$ cat src/rtl/cpu_pkg.sv
// Shared definitions for the 5-stage CPU pipeline: ALU op codes, the
// control-bit layout of the 5-bit ctl vector, and default datapath widths.
package cpu_pkg;

  localparam int unsigned DW_DEF   = 32;
  localparam int unsigned RW_DEF   = 5;
  localparam int unsigned CTL_W    = 5;
  localparam int unsigned ALU_OP_W = 3;

  // ALU operation codes
  typedef enum logic [ALU_OP_W-1:0] {
    ALU_AND = 3'b000,
    ALU_OR  = 3'b001,
    ALU_ADD = 3'b010,
    ALU_XOR = 3'b011,
    ALU_NOR = 3'b100,
    ALU_SUB = 3'b110,
    ALU_NOP = 3'b111
  } alu_op_e;

  // Bit positions inside the ctl vector {reg_write,mem_read,mem_write,mem_to_reg,branch}
  localparam int unsigned CTL_BRANCH     = 0;
  localparam int unsigned CTL_MEM_TO_REG = 1;
  localparam int unsigned CTL_MEM_WRITE  = 2;
  localparam int unsigned CTL_MEM_READ   = 3;
  localparam int unsigned CTL_REG_WRITE  = 4;

  // Same layout as the ctl vector (first field is the MSB)
  typedef struct packed {
    logic reg_write;
    logic mem_read;
    logic mem_write;
    logic mem_to_reg;
    logic branch;
  } ctl_t;

endpackage

$ cat src/rtl/fwd_sel.sv
// Operand forwarding select for one source register.
// Ports: src_i (source index), reg_data_i (registered read data),
//        exm_* / mw_* (EX/MEM and MEM/WB writeback candidates), data_o.
// Priority: EX/MEM, then MEM/WB, then register data; $0 is never forwarded.
module fwd_sel #(
  parameter int unsigned DW = 32,
  parameter int unsigned RW = 5
) (
  input  logic [RW-1:0] src_i,
  input  logic [DW-1:0] reg_data_i,
  input  logic          exm_reg_write_i,
  input  logic [RW-1:0] exm_rd_i,
  input  logic [DW-1:0] exm_res_i,
  input  logic          mw_reg_write_i,
  input  logic [RW-1:0] mw_rd_i,
  input  logic [DW-1:0] mw_wdata_i,
  output logic [DW-1:0] data_o
);

  logic src_nz;
  assign src_nz = (src_i != '0);

  always_comb begin : sel
    data_o = reg_data_i;
    if (exm_reg_write_i && src_nz && (exm_rd_i == src_i)) begin
      data_o = exm_res_i;
    end else if (mw_reg_write_i && src_nz && (mw_rd_i == src_i)) begin
      data_o = mw_wdata_i;
    end
  end

endmodule

$ cat src/rtl/id_ex_stage.sv
// ID/EX pipeline register with operand forwarding and load-use detection.
// Inputs : clk, rst_n, stall, flush, id_* (decoded ID slot),
//          exm_* (EX/MEM writeback), mw_* (MEM/WB writeback).
// Outputs: ex_valid, alu_in1/alu_in2, alu_ctr, ex_store_data, ex_rd, ex_ctl,
//          load_use_haz (combinational, to the hazard unit).
// Build option ID_EX_FWD_EN: when defined, operands are forwarded from
// EX/MEM and MEM/WB and only load-use hazards bubble; when undefined, the
// forwarding enables are tied low and every RAW hazard on EX or EX/MEM bubbles.
module id_ex_stage
  import cpu_pkg::*;
#(
  parameter int unsigned DW = DW_DEF,
  parameter int unsigned RW = RW_DEF
) (
  input  logic          clk,
  input  logic          rst_n,
  input  logic          stall,
  input  logic          flush,
  input  logic          id_valid,
  input  logic [RW-1:0] id_rs,
  input  logic [RW-1:0] id_rt,
  input  logic [RW-1:0] id_rd,
  input  logic [DW-1:0] id_rs_data,
  input  logic [DW-1:0] id_rt_data,
  input  logic [DW-1:0] id_imm,
  input  logic [2:0]    id_alu_ctr,
  input  logic          id_alu_src,
  input  logic [4:0]    id_ctl,
  input  logic          exm_reg_write,
  input  logic [RW-1:0] exm_rd,
  input  logic [DW-1:0] exm_res,
  input  logic          mw_reg_write,
  input  logic [RW-1:0] mw_rd,
  input  logic [DW-1:0] mw_wdata,
  output logic          ex_valid,
  output logic [DW-1:0] alu_in1,
  output logic [DW-1:0] alu_in2,
  output logic [2:0]    alu_ctr,
  output logic [DW-1:0] ex_store_data,
  output logic [RW-1:0] ex_rd,
  output logic [4:0]    ex_ctl,
  output logic          load_use_haz
);

  logic          valid_q,    valid_d;
  ctl_t          ctl_q,      ctl_d;
  logic [RW-1:0] rd_q,       rd_d;
  logic [2:0]    alu_ctr_q,  alu_ctr_d;
  logic [RW-1:0] rs_q,       rs_d;
  logic [RW-1:0] rt_q,       rt_d;
  logic [DW-1:0] rs_data_q,  rs_data_d;
  logic [DW-1:0] rt_data_q,  rt_data_d;
  logic [DW-1:0] imm_q,      imm_d;
  logic          alu_src_q,  alu_src_d;
  logic          bubble;

  logic          fwd_exm_we;
  logic          fwd_mw_we;
  logic [DW-1:0] rs_fwd;
  logic [DW-1:0] rt_fwd;
  logic          ex_match;

  // EX-slot destination matches one of the ID sources
  assign ex_match = id_valid && ((rd_q == id_rs) || (rd_q == id_rt));

`ifdef ID_EX_FWD_EN
  assign fwd_exm_we = exm_reg_write;
  assign fwd_mw_we  = mw_reg_write;

  // Only a load in EX cannot be forwarded in time
  assign load_use_haz = valid_q && ctl_q.mem_read && (rd_q != '0) && ex_match;
`else
  // Forwarding disabled: enables tied low so the muxes fold to register data
  assign fwd_exm_we = 1'b0;
  assign fwd_mw_we  = 1'b0;

  // Any producer still in EX or EX/MEM forces a bubble
  assign load_use_haz =
      (valid_q && ctl_q.reg_write && (rd_q != '0) && ex_match) ||
      (exm_reg_write && (exm_rd != '0) && id_valid &&
       ((exm_rd == id_rs) || (exm_rd == id_rt)));

  logic unused_nofwd;
  assign unused_nofwd = mw_reg_write;
`endif

  fwd_sel #(.DW(DW), .RW(RW)) u_fwd_rs (
    .src_i           (rs_q),
    .reg_data_i      (rs_data_q),
    .exm_reg_write_i (fwd_exm_we),
    .exm_rd_i        (exm_rd),
    .exm_res_i       (exm_res),
    .mw_reg_write_i  (fwd_mw_we),
    .mw_rd_i         (mw_rd),
    .mw_wdata_i      (mw_wdata),
    .data_o          (rs_fwd)
  );

  fwd_sel #(.DW(DW), .RW(RW)) u_fwd_rt (
    .src_i           (rt_q),
    .reg_data_i      (rt_data_q),
    .exm_reg_write_i (fwd_exm_we),
    .exm_rd_i        (exm_rd),
    .exm_res_i       (exm_res),
    .mw_reg_write_i  (fwd_mw_we),
    .mw_rd_i         (mw_rd),
    .mw_wdata_i      (mw_wdata),
    .data_o          (rt_fwd)
  );

  // Next state: flush > stall > hazard > capture; an empty ID slot also bubbles
  always_comb begin : next_state
    valid_d   = valid_q;
    ctl_d     = ctl_q;
    rd_d      = rd_q;
    alu_ctr_d = alu_ctr_q;
    rs_d      = rs_q;
    rt_d      = rt_q;
    rs_data_d = rs_data_q;
    rt_data_d = rt_data_q;
    imm_d     = imm_q;
    alu_src_d = alu_src_q;
    bubble    = 1'b0;

    if (flush) begin
      bubble = 1'b1;
    end else if (!stall) begin
      if (load_use_haz) begin
        bubble = 1'b1;
      end else begin
        rs_d      = id_rs;
        rt_d      = id_rt;
        rs_data_d = id_rs_data;
        rt_data_d = id_rt_data;
        imm_d     = id_imm;
        alu_src_d = id_alu_src;
        if (id_valid) begin
          valid_d   = 1'b1;
          ctl_d     = ctl_t'(id_ctl);
          rd_d      = id_rd;
          alu_ctr_d = id_alu_ctr;
        end else begin
          bubble = 1'b1;
        end
      end
    end

    if (bubble) begin
      valid_d   = 1'b0;
      ctl_d     = '0;
      rd_d      = '0;
      alu_ctr_d = ALU_NOP;
    end
  end

  // Pipeline register
  always_ff @(posedge clk or negedge rst_n) begin : regs
    if (!rst_n) begin
      valid_q   <= 1'b0;
      ctl_q     <= '0;
      rd_q      <= '0;
      alu_ctr_q <= ALU_NOP;
      rs_q      <= '0;
      rt_q      <= '0;
      rs_data_q <= '0;
      rt_data_q <= '0;
      imm_q     <= '0;
      alu_src_q <= 1'b0;
    end else begin
      valid_q   <= valid_d;
      ctl_q     <= ctl_d;
      rd_q      <= rd_d;
      alu_ctr_q <= alu_ctr_d;
      rs_q      <= rs_d;
      rt_q      <= rt_d;
      rs_data_q <= rs_data_d;
      rt_data_q <= rt_data_d;
      imm_q     <= imm_d;
      alu_src_q <= alu_src_d;
    end
  end

  assign ex_valid      = valid_q;
  assign ex_ctl        = 5'(ctl_q);
  assign ex_rd         = rd_q;
  assign alu_ctr       = alu_ctr_q;
  assign alu_in1       = rs_fwd;
  assign alu_in2       = alu_src_q ? imm_q : rt_fwd;
  assign ex_store_data = rt_fwd;

endmodule

$ cat config.mk
export PLATFORM = sky130hd
export DESIGN_NAME = id_ex_stage
export DESIGN_NICKNAME = d
export VERILOG_FILES = /design/src/rtl/cpu_pkg.sv /design/src/rtl/fwd_sel.sv /design/src/rtl/id_ex_stage.sv
export SDC_FILE = /design/constraint.sdc
export NUM_CORES = 1
export LEC_CHECK = 0
export ABC_AREA = 1
export CAP_MARGIN = 20
export CORE_MARGIN = 2
export CORE_UTILIZATION = 25
export DETAILED_ROUTE_END_ITERATION = 8
export GPL_TIMING_DRIVEN = 0
export PLACE_DENSITY = 0.58
export SKIP_CTS_REPAIR_TIMING = 1
export SLEW_MARGIN = 10
export SYNTH_ARGS = -nofsm -noshare
export SYNTH_HDL_FRONTEND = slang
export SYNTH_SLANG_ARGS = --single-unit
$ cat constraint.sdc
create_clock -name clk -period 4.6 [get_ports clk]
set_input_delay 0.69 -clock clk [delete_from_list [all_inputs] [get_ports clk]]
set_output_delay 0.69 -clock clk [all_outputs]
set_load 0.01 [all_outputs]
== After elaboration in Yosys (flattened, before gate mapping) ==
Index checks and enable logic that the tools add are counted.
Word-level totals
  word-level logic and storage cells: 62
  register bits after elaboration: 111
  input bits: 201
  output and inout bits: 111
Cells by class
  reductions and logical operators: 15
  muxes and demuxes: 25
  eq/ne operators: 7
  bitwise logic cells: 3
Operators by type and width (count)
  5-bit two-way mux: 10
  32-bit two-way mux: 1
  5-bit == test: 4
  3-bit two-way mux: 5
  5-bit nonzero test: 2
  1-bit two-way mux: 9
  1-bit logical AND: 7
  2-bit by 1-bit inequality test with 1-bit output, second input constant: 3
  4-bit AND reduction: 1
  1-bit logical OR: 3
  1-bit inverter: 3
  3-bit AND reduction: 1
  2-bit nonzero test: 1

== Logic depth before layout (Yosys ltp) ==
  depth in word-level cells: 10
  mapped depth: 13
  mapped depth without buffers: 11

== Modules after synthesis ==
Synthesis repeated with hierarchy kept, for this count alone.
Unflattened totals
  cell total of the unflattened synthesis: 1223
  area, all modules: 8376.8 um2
Modules (own cells, without submodules)
  id_ex_stage: area an instance 5666.7 um2, instances 1, cells each 647, seq. area each 3031.7 um2
  fwd_sel: area an instance 1355.0 um2, instances 2, cells each 288, seq. area each 0.0 um2

== Worst setup path before layout ==
No wires, ideal clock.
  path kind: register -> output
  from: reg alu_src_q
  to: out alu_in2[10]
  slack: 2.658 ns
  buffers on the path: 2
  arrival time: 1.252 ns
  cell stages (with the launch flop): 4
  data required time: 3.910 ns
  cell sequence: dfrtp_1 clkbuf_1 clkbuf_1 mux2_2
On the way
  cells in the longest elaborated chain, start to end: 1
RTL lines
  start: declaration: RTL line id_ex_stage.sv:54  | logic alu_src_q, alu_src_d;
  start signal: assignment: RTL line id_ex_stage.sv:179  | alu_src_q <= alu_src_d;
  32-bit two-way mux: RTL line id_ex_stage.sv:188  | assign alu_in2 = alu_src_q ? imm_q : rt_fwd;
  end: declaration: RTL line id_ex_stage.sv:37  | output logic [DW-1:0] alu_in2,
Every way passes these cells.

== Worst setup path after layout ==
  from: reg alu_src_q
  to: out alu_in2[8]
Same word-level chain as after synthesis.

==> results_tabular.tex <==
\begin{tabular}{lr}
\hline
Metric & Value \\
\hline
\multicolumn{2}{l}{\textbf{STA}} \\
\quad RSZ-0062 raised after global routing & no \\
\quad Finish-stage setup viols & 0 \\
\quad Final setup skew & 0.0137 ns \\
\quad Fmax achieved & 308 MHz \\
\quad Pins over their slew limit & 0 \\
\quad Post-layout minimum cycle time & 3.25 ns \\
\quad Worst slew margin & 0.464 \\
\quad Worst hold margin & 0.207 ns \\
\quad Count of endpoints failing hold in the final timing report & 0 \\
\quad Post-route setup TNS & 0 ns \\
\quad Share of the clock period used by the worst path after layout & 0.705 \\
\quad Least-Margin Pin Slew & 0.804 ns \\
\multicolumn{2}{l}{\textbf{Worst setup path}} \\
\quad Worst endpoint data arrival time & 2.56 ns \\
\quad Crit path from & alu\_src\_q\$\_DFFE\_PN0P\_ \\
\quad Source of the worst register-to-register timing path & ex\_rd[3]\$\_DFFE\_PN0P\_ \\
\quad Required time at the endpoint of the critical path & 3.91 ns \\
\quad Category of the most critical setup path & reg -> out \\
\quad Crit end category & primary output \\
\quad Worst-path maximum fanout & 10 \\
\quad Endpoint of the lowest-slack register-to-register path & rt\_data\_q[3]\$\_DFFE\_PN0P\_ \\
\quad Setup slack, reg-to-reg & 2.77 ns \\
\quad Reg2Reg Depth & 12 \\
\quad Category of the worst setup path launch point & register \\
\quad Capture point of the worst path & alu\_in2[8] \\
\multicolumn{2}{l}{\textbf{Logic synthesis}} \\
\quad Synthesized Nets & 805 \\
\quad Most used standard cell by instance count after synthesis & sky130\_fd\_sc\_hd\_\_nand2\_1 \\
\quad Cell area after synthesis & 5360 um\^{}2 \\
\quad Most numerous cell types in the synthesized netlist & sky130\_fd\_sc\_hd\_\_nand2\_1, sky130\_fd\_sc\_hd\_\_dfrtp\_1, sky130\_fd\_sc\_hd\_\_nand3\_1 \\
\quad Warnings, synthesis & 0 \\
\quad Avg Synthesized Cell Area & 8.87 um\^{}2 \\
\quad EDFF count, synth & 0 \\
\quad Share of Yosys cell area claimed by the top area cell type & 0.504 \\
\quad Synthesized instance count & 604 \\
\quad Proportion of synthesized chip area in sequential cells & 0.519 \\
\quad Main flop type after synthesis & sky130\_fd\_sc\_hd\_\_dfrtp\_1 \\
\quad Number of synthesized register bits & 111 \\
\quad Most area-consuming cells after synthesis & sky130\_fd\_sc\_hd\_\_dfrtp\_1, sky130\_fd\_sc\_hd\_\_nand2\_1, sky130\_fd\_sc\_hd\_\_nand3\_1, sky130\_fd\_sc\_hd\_\_mux2\_2, sky130\_fd\_sc\_hd\_\_nand3\_2 \\
\quad Count of different cell masters after synthesis & 24 \\
\quad Library cell with the largest summed area after synthesis & sky130\_fd\_sc\_hd\_\_dfrtp\_1 \\
\quad Async set-or-reset flop fraction in the synthesized netlist & 1.00 \\
\multicolumn{2}{l}{\textbf{Drt}} \\
\quad Drt first-iter violations & 171 \\
\quad Number of vias after detailed routing & 4869 \\
\quad Number of detailed-routing iterations run before antenna repair & 4 \\
\quad DRT Wirelength & 17700 um \\
\quad Drt drc & 0 \\
\quad Average detailed-routed wire length per instance & 15.6 um \\
\quad Antenna violation net count after detailed routing & 0 \\
\quad Via-to-Cell Ratio & 4.28 \\
\multicolumn{2}{l}{\textbf{Pwr}} \\
\quad Sw Share & 0.297 \\
\quad Switching component of the power & 0.000816 W \\
\quad Proportion of power drawn by flip-flops and latches & 0.427 \\
\quad Max IR drop VDD & 0.203 mV \\
\quad Internal power contribution & 0.00193 W \\
\quad Power density over the cells & 326 nW/um\^{}2 \\
\quad Leakage power of the design & 3.96 nW \\
\quad Logic pwr share & 0.297 \\
\quad Part of the power in the clock network & 0.275 \\
\multicolumn{2}{l}{\textbf{Die}} \\
\quad IO Pins & 312 \\
\quad Die extent in x & 150 um \\
\quad Die Y & 150 um \\
\quad Number of placement rows & 53 \\
\quad Core box area & 21000 um\^{}2 \\
\quad Total Die Area & 22600 um\^{}2 \\
\quad Starting utilization of the core area & 0.255 \\
\multicolumn{2}{l}{\textbf{Finish}} \\
\quad Post-route non-filler standard cell count & 1137 \\
\quad Layout Cell Area excl Fill & 8420 um\^{}2 \\
\quad Share of layout cells above drive strength 1 & 0.132 \\
\quad Layout Nets & 1058 \\
\quad Post-layout utilization of the core & 0.400 \\
\quad Area growth from synthesis to layout & 57.1\% \\
\quad Filler cell count in the final layout & 2105 \\
\multicolumn{2}{l}{\textbf{Placement}} \\
\quad Half-perimeter wire length after placement & 12800 um \\
\quad Last weighted congestion value of the routability-driven placer & 0.780 \\
\quad Number of cells in the design after placement & 1121 \\
\quad Area after DPL & 8140 um\^{}2 \\
\quad Port Buffers & 241 \\
\multicolumn{2}{l}{\textbf{Status}} \\
\quad Outcome & completed \\
\multicolumn{2}{l}{\textbf{GRT}} \\
\quad Initial antenna violation count & 1 \\
\quad Grt ovf & 0 \\
\quad Overall global routing resource usage & 0.156 \\
\quad First-pass GRT wire length & 27100 um \\
\quad Pin count of the biggest net entering global routing & 83 \\
\quad Via count of the first global-routing pass & 4894 \\
\multicolumn{2}{l}{\textbf{Clocking}} \\
\quad Post-CTS clock slew at the launch and capture registers of the worst setup and hold paths & 0.08 ns \\
\quad Number of H-tree levels & 3 \\
\quad CTS Buf Count & 9 \\
\quad Clock root cell & sky130\_fd\_sc\_hd\_\_clkbuf\_16 \\
\quad CTS Buffer Depth & 2 \\
\quad CTS tree & done \\
\quad Source-to-sink clock delay at the later pin of the worst-skew pair & 0.35 ns \\
\quad Num Clock Sinks & 111 \\
\multicolumn{2}{l}{\textbf{Job}} \\
\quad Number of max-cap violations & 0 \\
\multicolumn{2}{l}{\textbf{Worst hold path}} \\
\quad Path type of the worst min-delay path & in -> async \\
\hline
\end{tabular}
==> worst min-delay path by stage <==
stage / startpoint / to / depth (start not counted)
after detailed placement: imm_q[5]$_DFFE_PN0P_ / imm_q[5]$_DFFE_PN0P_ / 2
after global routing: rst_n / ex_rd[3]$_DFFE_PN0P_ / 1
after floorplan: rst_n / alu_src_q$_DFFE_PN0P_ / 0
after global placement: imm_q[15]$_DFFE_PN0P_ / imm_q[15]$_DFFE_PN0P_ / 2
final: rst_n / ex_rd[3]$_DFFE_PN0P_ / 1
after CTS: rst_n / ex_rd[3]$_DFFE_PN0P_ / 1
==> worst max-delay path, cell delays in order, from the launching register on <==
cell and delay (ns):
sky130_fd_sc_hd__dfrtp_1 0.32, sky130_fd_sc_hd__clkbuf_1 0.28, sky130_fd_sc_hd__clkbuf_1 0.65, sky130_fd_sc_hd__mux2_2 0.41
sky130_fd_sc_hd__clkdlybuf4s50_1 0.53
==> flip-flops by register name (all words and copies together), names as in the netlist <==
signal,flops
alu_ctr,3
alu_src_q,1
ex_rd,5
ex_valid,1
rs_data_q,32
rt_data_q,32
imm_q,32
ex_ctl,5
==> cells in the final DEF, fill, tap and decap left out, drive strengths merged <==
cell type,Yosys,routed
buf,31,33
dfstp,3,3
xor2,5,5
diode,0,1
clkdlybuf4s50,0,240
xnor2,4,4
o21ai,10,10
clkbuf,5,15
nand2,242,242
nand4,4,4
clkinvlp,0,2
mux2,32,32
inv,32,34
nand3,103,103
clkinv,0,1
dfrtp,108,108
nor2,25,25
==> through the flow <==
| step | total power [W] | setup WS, ns |
|---|---|---|
| after floorplan | 0.00151 | 2.66 |
| after global placement | 0.00201 | -1.94 |
| after detailed placement | 0.00202 | 1.42 |
| after CTS | 0.00280 | 1.30 |
| after global routing | 0.00291 | 1.21 |
| final | 0.00275 | 1.35 |
==> power groups by stage <==
stage | Combinational, W | Sequential (W) | Clock [W]
2_1_floorplan | 0.000293 | 0.00121 | 0
3_3_place_gp | 0.000821 | 0.00119 | 0
3_5_place_dp | 0.000826 | 0.00119 | 0
4_1_cts | 0.000830 | 0.00118 | 0.000793
5_1_grt | 0.000889 | 0.00119 | 0.000825
6_report | 0.000816 | 0.00117 | 0.000757
==> metal layers <==
metal | GRT usage | wire, um | vias to the layer above
met2 | 0.248 | 8340 | 151
met4 | 0.0462 | 296 | 2
met3 | 0.0464 | 1320 | 17
met5 | 0 | 13 | -
met1 | 0.204 | 7770 | 2269
li1 | - | - | 2430
==> cells by family after synthesis <==
| kind of cell | count (synthesis) | synth area share |
|---|---|---|
| xor+xnor | 9 | 0.0147 |
| simple gates | 374 | 0.325 |
| mux | 32 | 0.0672 |
| buf+inv | 68 | 0.0642 |
| flops | 111 | 0.519 |
| compound gates | 10 | 0.00934 |
==> final cells by class <==
cell class | count | area (um^2) | area share
clock buffers | 10 | 229 | 0.0272
multi-input cells | 425 | 2230 | 0.265
diodes | 1 | 2.50 | 0.000297
flip-flops and latches | 111 | 2780 | 0.330
clock inverters | 5 | 41.3 | 0.00491
inverters | 32 | 120 | 0.0143
repair buffers | 242 | 2440 | 0.290
well taps | 275 | 344 | 0.0409
plain buffers | 36 | 224 | 0.0266
No activity file was read; power rests on OpenSTA's default activity.
